## src/rtl/pipe_pkg.sv

```systemverilog
// Shared pipeline constants: RV32 opcode groups (inst[6:2]), the canonical NOP,
// the hazard FSM encoding and the register-use record produced by inst_use_decode.
package pipe_pkg;

  localparam logic [4:0] OP_LOAD   = 5'b00000;
  localparam logic [4:0] OP_STORE  = 5'b01000;
  localparam logic [4:0] OP_BRANCH = 5'b11000;
  localparam logic [4:0] OP_JAL    = 5'b11011;
  localparam logic [4:0] OP_JALR   = 5'b11001;
  localparam logic [4:0] OP_LUI    = 5'b01101;
  localparam logic [4:0] OP_AUIPC  = 5'b00101;
  localparam logic [4:0] OP_SYSTEM = 5'b11100;
  localparam logic [4:0] OP_OP     = 5'b01100;

  localparam logic [31:0] NOP = 32'h0000_0013;

  localparam logic [1:0] ST_RUN      = 2'd0;
  localparam logic [1:0] ST_LU_STALL = 2'd1;
  localparam logic [1:0] ST_MEM_WAIT = 2'd2;
  localparam logic [1:0] ST_FLUSH    = 2'd3;

  typedef struct packed {
    logic       rs1_used;
    logic       rs2_used;
    logic       rd_written;
    logic       is_load;
    logic [4:0] rs1;
    logic [4:0] rs2;
    logic [4:0] rd;
  } use_t;

  // Only stores and branches have no destination register.
  function automatic logic op_writes_rd(input logic [4:0] op);
    case (op)
      OP_STORE, OP_BRANCH: return 1'b0;
      OP_LOAD, OP_OP, OP_JAL, OP_JALR,
      OP_LUI, OP_AUIPC, OP_SYSTEM: return 1'b1;
      default: return 1'b1;
    endcase
  endfunction

endpackage

```

## src/rtl/inst_use_decode.sv

```systemverilog
// Register-use decode of one instruction word; shared by hazard detection and
// the forwarding network.
module inst_use_decode
  import pipe_pkg::*;
(
  input  logic [31:0] i_inst,
  output use_t        o_use
);

  logic [4:0] w_op;
  logic       w_unused_bits;

  assign w_op          = i_inst[6:2];
  assign w_unused_bits = ^{i_inst[31:25], i_inst[14:12], i_inst[1:0]};

  always_comb begin
    o_use            = '0;
    o_use.rs1        = i_inst[19:15];
    o_use.rs2        = i_inst[24:20];
    o_use.rd         = i_inst[11:7];
    o_use.is_load    = (w_op == OP_LOAD);
    o_use.rs1_used   = !(w_op inside {OP_LUI, OP_AUIPC, OP_JAL});
    o_use.rs2_used   = (w_op inside {OP_OP, OP_STORE, OP_BRANCH});
    // x0 is never a real destination, so it can never cause a dependency.
    o_use.rd_written = op_writes_rd(w_op) && (i_inst[11:7] != 5'd0);
  end

endmodule

```

## src/rtl/hazard_ctrl.sv

```systemverilog
// Pipeline hazard controller: memory-wait stalls, load-use bubbles and taken-branch
// flushes, with a debug FSM and saturating stall/flush counters.
module hazard_ctrl
  import pipe_pkg::*;
(
  input  logic        clock,
  input  logic        reset_n,
  input  logic [31:0] inst_d,
  input  logic [31:0] inst_x,
  input  logic        br_taken_x,
  input  logic        dmem_req_m,
  input  logic        dmem_ready,
  output logic        stall_f,
  output logic        stall_d,
  output logic        stall_x,
  output logic        stall_m,
  output logic        bubble_x,
  output logic        flush_d,
  output logic        flush_x,
  output logic [15:0] stall_cnt,
  output logic [15:0] flush_cnt,
  output logic [1:0]  state
);

  use_t        w_use_d;
  use_t        w_use_x;
  logic        w_mem_wait;
  logic        w_load_use;
  logic        w_br;
  logic        w_unused_dec;
  logic [1:0]  w_state_nxt;
  logic [1:0]  r_state;
  logic        r_br_pend;
  logic [15:0] r_stall_cnt;
  logic [15:0] r_flush_cnt;

  function automatic logic [15:0] sat_inc(input logic [15:0] v, input logic en);
    return (en && (v != 16'hFFFF)) ? v + 16'd1 : v;
  endfunction

  inst_use_decode u_dec_d (.i_inst(inst_d), .o_use(w_use_d));
  inst_use_decode u_dec_x (.i_inst(inst_x), .o_use(w_use_x));

  assign w_unused_dec = ^{w_use_d.rd, w_use_d.rd_written, w_use_d.is_load,
                          w_use_x.rs1, w_use_x.rs2, w_use_x.rs1_used, w_use_x.rs2_used};

  assign w_mem_wait = dmem_req_m & ~dmem_ready;
  assign w_load_use = w_use_x.is_load & w_use_x.rd_written &
                      ((w_use_d.rs1_used & (w_use_d.rs1 == w_use_x.rd)) |
                       (w_use_d.rs2_used & (w_use_d.rs2 == w_use_x.rd)));
  // A branch seen during a memory wait stays frozen in X and is flushed once the wait ends.
  assign w_br       = br_taken_x | r_br_pend;

  always_comb begin
    stall_f  = 1'b0;
    stall_d  = 1'b0;
    stall_x  = 1'b0;
    stall_m  = 1'b0;
    bubble_x = 1'b0;
    flush_d  = 1'b0;
    flush_x  = 1'b0;
    if (reset_n) begin
      if (w_mem_wait) begin
        stall_f = 1'b1;
        stall_d = 1'b1;
        stall_x = 1'b1;
        stall_m = 1'b1;
      end else if (w_load_use) begin
        stall_f  = 1'b1;
        stall_d  = 1'b1;
        bubble_x = 1'b1;
      end else if (w_br) begin
        flush_d = 1'b1;
        flush_x = 1'b1;
      end
    end
  end

  always_comb begin
    w_state_nxt = ST_RUN;
    case (r_state)
      ST_RUN: begin
        if (w_mem_wait)      w_state_nxt = ST_MEM_WAIT;
        else if (w_load_use) w_state_nxt = ST_LU_STALL;
        else if (w_br)       w_state_nxt = ST_FLUSH;
        else                 w_state_nxt = ST_RUN;
      end
      ST_MEM_WAIT: w_state_nxt = dmem_ready ? ST_RUN : ST_MEM_WAIT;
      default:     w_state_nxt = ST_RUN;
    endcase
  end

  always_ff @(posedge clock or negedge reset_n) begin
    if (!reset_n) begin
      r_state     <= ST_RUN;
      r_br_pend   <= 1'b0;
      r_stall_cnt <= 16'd0;
      r_flush_cnt <= 16'd0;
    end else begin
      r_state     <= w_state_nxt;
      r_stall_cnt <= sat_inc(r_stall_cnt, stall_f);
      r_flush_cnt <= sat_inc(r_flush_cnt, flush_d);
      if (w_mem_wait && br_taken_x) r_br_pend <= 1'b1;
      else if (!w_mem_wait)         r_br_pend <= 1'b0;
    end
  end

  assign state     = r_state;
  assign stall_cnt = r_stall_cnt;
  assign flush_cnt = r_flush_cnt;

endmodule

```

## config.mk

```make
export PLATFORM = sky130hd
export DESIGN_NAME = hazard_ctrl
export DESIGN_NICKNAME = d
export VERILOG_FILES = /design/src/rtl/pipe_pkg.sv /design/src/rtl/inst_use_decode.sv /design/src/rtl/hazard_ctrl.sv
export SDC_FILE = /design/constraint.sdc
export NUM_CORES = 1
export LEC_CHECK = 0
export ABC_AREA = 1
export CAP_MARGIN = 20
export CORE_ASPECT_RATIO = 1.5
export CORE_MARGIN = 10
export CORE_UTILIZATION = 55
export DETAILED_ROUTE_END_ITERATION = 10
export DONT_BUFFER_PORTS = 1
export PLACE_DENSITY = 0.78
export SYNTH_ARGS = -nofsm -noshare
export SYNTH_HDL_FRONTEND = slang
export SYNTH_SLANG_ARGS = --single-unit
export TNS_END_PERCENT = 30
```

## constraint.sdc

```tcl
create_clock -name clock -period 2.3 [get_ports clock]
set_input_delay 0.575 -clock clock [delete_from_list [all_inputs] [get_ports clock]]
set_output_delay 0.575 -clock clock [all_outputs]
set_load 0.01 [all_outputs]
```

**After elaboration in Yosys (flattened, before gate mapping)**

Memories as Yosys holds them, arrays and structs flattened.
Cells that the tools add are included.

- Flip-flop bits (word level): 35
- Latch bits: 0
- Bits in writable memories: 0
- Memory bits (read-only): 32
- Input bits: 69
- Output and inout bits: 41
- Word-level logic and storage cells: 55
- Memories kept: 1

Memory list:

| name | depth | bits a word | rd ports | clocked after Yosys merged registers in | wr ports | line | source |
|---|---|---|---|---|---|---|---|
| (no name shown) | 32 | 1 | 1 | 0 | 0 | pipe_pkg.sv:34 | `case (op)` |

- $add $sub $neg: 2
- Multipliers: 0
- Div/mod/pow operators: 0
- $lt $le $gt $ge: 0
- Eq/ne operators: 12
- Shifts and indexed selects: 0
- Muxes and demuxes: 18
- Bitwise logic cells: 8
- Reduce and logical (&&, ||, !) cells: 10

Operators by type and width:

| kind | count |
|---|---|
| $add 16x1->16 const B | 2 |
| $ne 16x16->1 const B | 2 |
| $eq 5x4->1 const B | 3 |
| $mux 1 | 13 |
| $eq 5x5->1 | 2 |
| $eq 5x5->1 const B | 2 |
| $mux 2 | 4 |
| $reduce_bool 3->1 | 2 |
| $and 1x1->1 | 5 |
| $eq 5x3->1 const B | 1 |
| $logic_not 5->1 | 1 |
| $reduce_bool 5->1 | 1 |
| $logic_and 1x1->1 | 4 |
| $pmux 2 s2 | 1 |
| $eq 2x2->1 const B | 1 |
| $logic_not 2->1 | 1 |
| $ne 2x1->1 const B | 1 |
| $or 1x1->1 | 2 |
| $logic_not 1->1 | 1 |
| $not 1->1 | 1 |

**Depth between registers and ports, before layout**

- Depth in word-level cells: 10
- Depth in mapped cells: 13
- Depth with buffers taken out: 12

**Hierarchy**

Synthesis repeated with hierarchy kept, for this count alone.

- Cells, all modules: 405
- Area, all modules: 2810.2 um^2

Modules (own cells, without submodules):

| module | instances | cells each | area each (um^2) | sequential area each (um^2) |
|---|---|---|---|---|
| hazard_ctrl | 1 | 341 | 2412.3 | 875.8 |
| inst_use_decode | 2 | 32 | 198.9 | 0.0 |

**Worst setup path after synthesis**

Ideal clock, no wire load.

- Kind: in2out
- From: in inst_d[4]
- To: out flush_x
- Data arrival time: 1.792 ns
- Setup slack: -0.067 ns
- Stages: 10
- Path buffers: 1
- Cells stage by stage: nand2_1 -> nand2_1 -> a21oi_1 -> nor2_1 -> nand2_1 -> nand2_1 -> a21oi_2 -> inv_1 -> nor3_1 -> buf_4

- Cells in the longest elaborated chain, start to end: 9
- Elaborated cells on any way between the ends: 16
- Classes of those cells: 6 x eq/ne; 3 x mux; 4 x bitwise; 3 x reduce/logical

Ends and longest elaborated chain:

| element | line | source |
|---|---|---|
| start, declared | hazard_ctrl.sv:8 | `input logic [31:0] inst_d,` |
| $eq 5x4->1, or another cell as far along | inst_use_decode.sv:22 | `o_use.rs1_used = !(w_op inside {OP_LUI, OP_AUIPC, OP_JAL});` |
| $reduce_bool 3->1 | inst_use_decode.sv:22 |  |
| $logic_not 1->1 | inst_use_decode.sv:22 |  |
| $and 1x1->1 | hazard_ctrl.sv:49 | `((w_use_d.rs1_used & (w_use_d.rs1 == w_use_x.rd)) \|` |
| $or 1x1->1 (*) | hazard_ctrl.sv:49 |  |
| $and 1x1->1 (*) | hazard_ctrl.sv:48 | `assign w_load_use = w_use_x.is_load & w_use_x.rd_written &` |
| $mux 1 (*) (3 in a row) | n/a |  |
| end, declared | hazard_ctrl.sv:19 | `output logic flush_x,` |

Mark *: on every way between the ends. The rest lies on a longest branch, timed or not.

**Worst setup path in the final report**

- From: in inst_x[5]
- To: out bubble_x

- Cells in the longest elaborated chain, start to end: 7
- Elaborated cells on any way between the ends: 8
- Classes of those cells: 3 x mux; 2 x bitwise; 2 x reduce/logical; 1 x memory

Ends and longest elaborated chain:

| element | line | source |
|---|---|---|
| start, declared | hazard_ctrl.sv:9 | `input logic [31:0] inst_x,` |
| $mem_v2 32x1 | n/a |  |
| $logic_and 1x1->1 | inst_use_decode.sv:25 | `o_use.rd_written = op_writes_rd(w_op) && (i_inst[11:7] != 5'd0);` |
| $and 1x1->1 (*) (2 in a row) | hazard_ctrl.sv:48 |  |
| $mux 1 (*) | hazard_ctrl.sv:68 | `end else if (w_load_use) begin` |
| $mux 1 (*) | hazard_ctrl.sv:63 | `if (w_mem_wait) begin` |
| $mux 1 (*) | hazard_ctrl.sv:62 | `if (reset_n) begin` |
| end, declared | hazard_ctrl.sv:17 | `output logic bubble_x,` |

Marked as above.

==> impl_metrics.yaml <==
status:
  outcome: "finished, final reports clean"
job:
  maxCapViolations: 0
setup_path:
  path_class: "primary input to output port"
  timing.critical_path.to_type: "output port"
  worst_setup_path_start_kind: "primary input"
  largest_stage_delay_on_the_critical_path_ps: 310
  critical_path.reg2reg.startpoint: "flush_cnt[0]"
  crit_reg_reg_endpoint: "flush_cnt[11]"
  slowest_stage: "sky130_fd_sc_hd__a31oi_1"
  crit_family: "simple AND/OR/NAND/NOR gates"
  critPathMaxFanout: 3
  critical_path_cell_count: 6
  critPathRequiredTime_ps: 1730
  cp_num_buf_inv: 1
  r2r_slack_ps: 520
  rr_worst_depth: 9
  worst_setup_path_startpoint: "inst_x[5]"
  cp_cell_sequence: "nor3_1 > nand2_1 > a31oi_1 > nand2_1 > nor3_1 > buf_4"
  cp.arrival_ps: 1560
  crit_end: "bubble_x"
sta:
  skew_ps: 14.0
  slew_viol_final: 0
  timing.slew.headroom_pct: 75.6
  layout_worst_path_cycle_share_pct: 92.9
  layout_min_cycle_time_ps: 2140
  worstMarginPinSlew_ps: 364
  rsz0062_at_grt: "false"
  final_hold_viol_count: 0
  max_freq_mhz: 468
  setup-violations-final: 0
  setup_tns_ps: 0
yosys:
  synth_enable_flop_cells: 0
  synth.top_cell.area_share_pct: 37.4
  yosys.cell_types.count: 25
  ys_dominant_reg_cell: "sky130_fd_sc_hd__dfrtp_1"
  synth-seq-area-share_pct: 37.4
  synth.top_cells.by_area: "sky130_fd_sc_hd__dfrtp_1, sky130_fd_sc_hd__nand2_1, sky130_fd_sc_hd__nand3_1"
  asyncSetResetFlopFracSynth_pct: 100
  post_synth_most_frequent_cells: "sky130_fd_sc_hd__nand2_1, sky130_fd_sc_hd__dfrtp_1, sky130_fd_sc_hd__nand3_1"
  yosysWarningCount: 0
  post-synth-top-count-cell: "sky130_fd_sc_hd__nand2_1"
  synthCells: 325
  netlist_area_mm2: 0.00234
  synth_seq_cells: 35
  syn-num-nets: 396
  synth_area_per_cell_um2: 7.21
  synth_top_area_cell: "sky130_fd_sc_hd__dfrtp_1"
clock_network:
  cts.repair_timing.setup_buffer_count: 0
  h-tree-depth: 2
  clkLatencyLatePin_ps: 300
  clock_tree.root_cell: "sky130_fd_sc_hd__clkbuf_8"
  clock_path_buffers: 2
  cts_made_buffers: 5
  clock-sinks: 35
  clk_pin_slew_ps: 80
  tritoncts: "yes"
  post_cts_resized: 0
power:
  peak_supply_drop_v: 0.000605
  power_density_mw_per_mm2: 647
  leakagePower_nw: 1.35
drt:
  detail_route.first_pass.iterations: 4
  route.vias.total: 2127
  met2_length_um: 3090
  number_of_drc_violations_after_detailed_routing: 0
  wl_met3_um: 635
  postRouteAntennaNets: 0
  uppermost_layer_routed: "met4"
  avgRoutedWirePerCell_um: 15.4
  routed_wl_um: 5900
  dr.first_iter.drc_count: 164
  post_drt_via_cell_ratio: 5.55
  wire_length_the_detailed_router_placed_on_met1_um: 2050
hold_path:
  min_path_type: "primary input to async pin"
placed_design:
  dp.final_hpwl_um: 4450
  place_congestion: 0.827
  port-buffer-count: 0
  post_dp_cell_area_mm2: 0.00244
layout:
  drive_above_1_share_pct: 10.1
  finish.net_count: 407
  synthToLayoutAreaGrowth_pct: 9.72
  non_filler_cell_area_final_mm2: 0.00257
  n_antenna_cell: 0
  utilization_pct: 61.6
floorplan:
  placementRows: 29
  pin_count: 110
  core_region_area_mm2: 0.00417
  die_x_um: 73.3
  die-height_um: 99.9
  initial_core_util_pct: 56.2
  die_area_mm2: 0.00733
global_routing:
  first_global_vias: 2107
  grt_antenna_before_repair: 0
  gr-total-overflow: 0
  grt_pass1_wl_um: 9850
  maximum_number_of_pins_on_one_net_before_global_route_repair: 36
  globalRouteTotalUtil_pct: 16.5
## worst min-delay path by stage
stage | start | slack [ps] | end
after floorplan | reset_n | 280 | flush_cnt[0]
after global placement | reset_n | 280 | stall_cnt[8]
after detailed placement | reset_n | 280 | stall_cnt[6]
after CTS | reset_n | 100 | stall_cnt[4]
after global routing | reset_n | 90 | stall_cnt[9]
final | reset_n | 100 | stall_cnt[9]
## worst reg2reg max path, cell delays in order, from the launching register on
cell	delay, ps
sky130_fd_sc_hd__dfrtp_1	380
sky130_fd_sc_hd__ha_1	210
sky130_fd_sc_hd__nand3_2	150
sky130_fd_sc_hd__nor2_4	170
sky130_fd_sc_hd__nand2_2	90
sky130_fd_sc_hd__nor2_4	130
sky130_fd_sc_hd__nand4_4	150
sky130_fd_sc_hd__buf_4	240
sky130_fd_sc_hd__nand4_1	100
sky130_fd_sc_hd__nand2_1	50
## cells by family after synthesis
family | count (synthesis) | synth area share, %
and+or+nand+nor | 215 | 41.6
buffers and inverters | 37 | 7.10
DFF | 35 | 37.4
xor gates and xnor gates | 31 | 11.6
AOI/OAI and AO/OA | 5 | 1.28
adders and majority gates | 2 | 1.07
## layout make-up
type,instances,area (µm²)
well taps,46,57.6
clock buffers,5,68.8
inverters,27,101
repair buffers,14,118
flip-flops and latches,35,876
multi-input cells,253,1310
clock inverters,3,43.8
fillers,376,1600
## layout by cell type (no fill, tap or decap), drive strengths merged, types with 2 or more instances in the layout
cell,n
a21oi,4
inv,27
nand4,20
dfrtp,35
ha,2
nor3,9
clkbuf,5
xnor2,15
nand2,122
nor2,30
xor2,16
nand3,32
buf,14
clkinv,2
## metrics by stage
step	hold WS (ps)	power, mW	cells	setup slack [ps]
after global placement	281	1.09	374	176
after global routing	92.8	1.76	383	58.1
after detailed placement	281	1.10	374	195
after floorplan	279	1.01	325	44.3
final	97.4	1.66	383	162
after CTS	101	1.69	383	173
## repair_timing
action | CTS | global route
endpoints found under the setup margin | 0 | 0
hold endpoints to repair | 35 | 0
hold buffers | 1 | 0
## state kept, by name (all words and copies together) (netlist names)
signal     count
flush_cnt     16
stall_cnt     16
state          2
r_br_pend      1
## metal layers
layer,vias to the layer above,GRT usage [%]
met2,78,27.9
li1,1056,-
met3,10,6.81
met4,0,8.06
met5,-,0
met1,983,16.9
## power by group
part | internal [mW] | switching, mW | total [mW]
Clock | 0.323 | 0.241 | 0.564
Sequential | 0.685 | 0.131 | 0.816
Combinational | 0.123 | 0.162 | 0.285
Total | 1.13 | 0.534 | 1.66
Note: power is estimated with default switching activity, not from simulation.
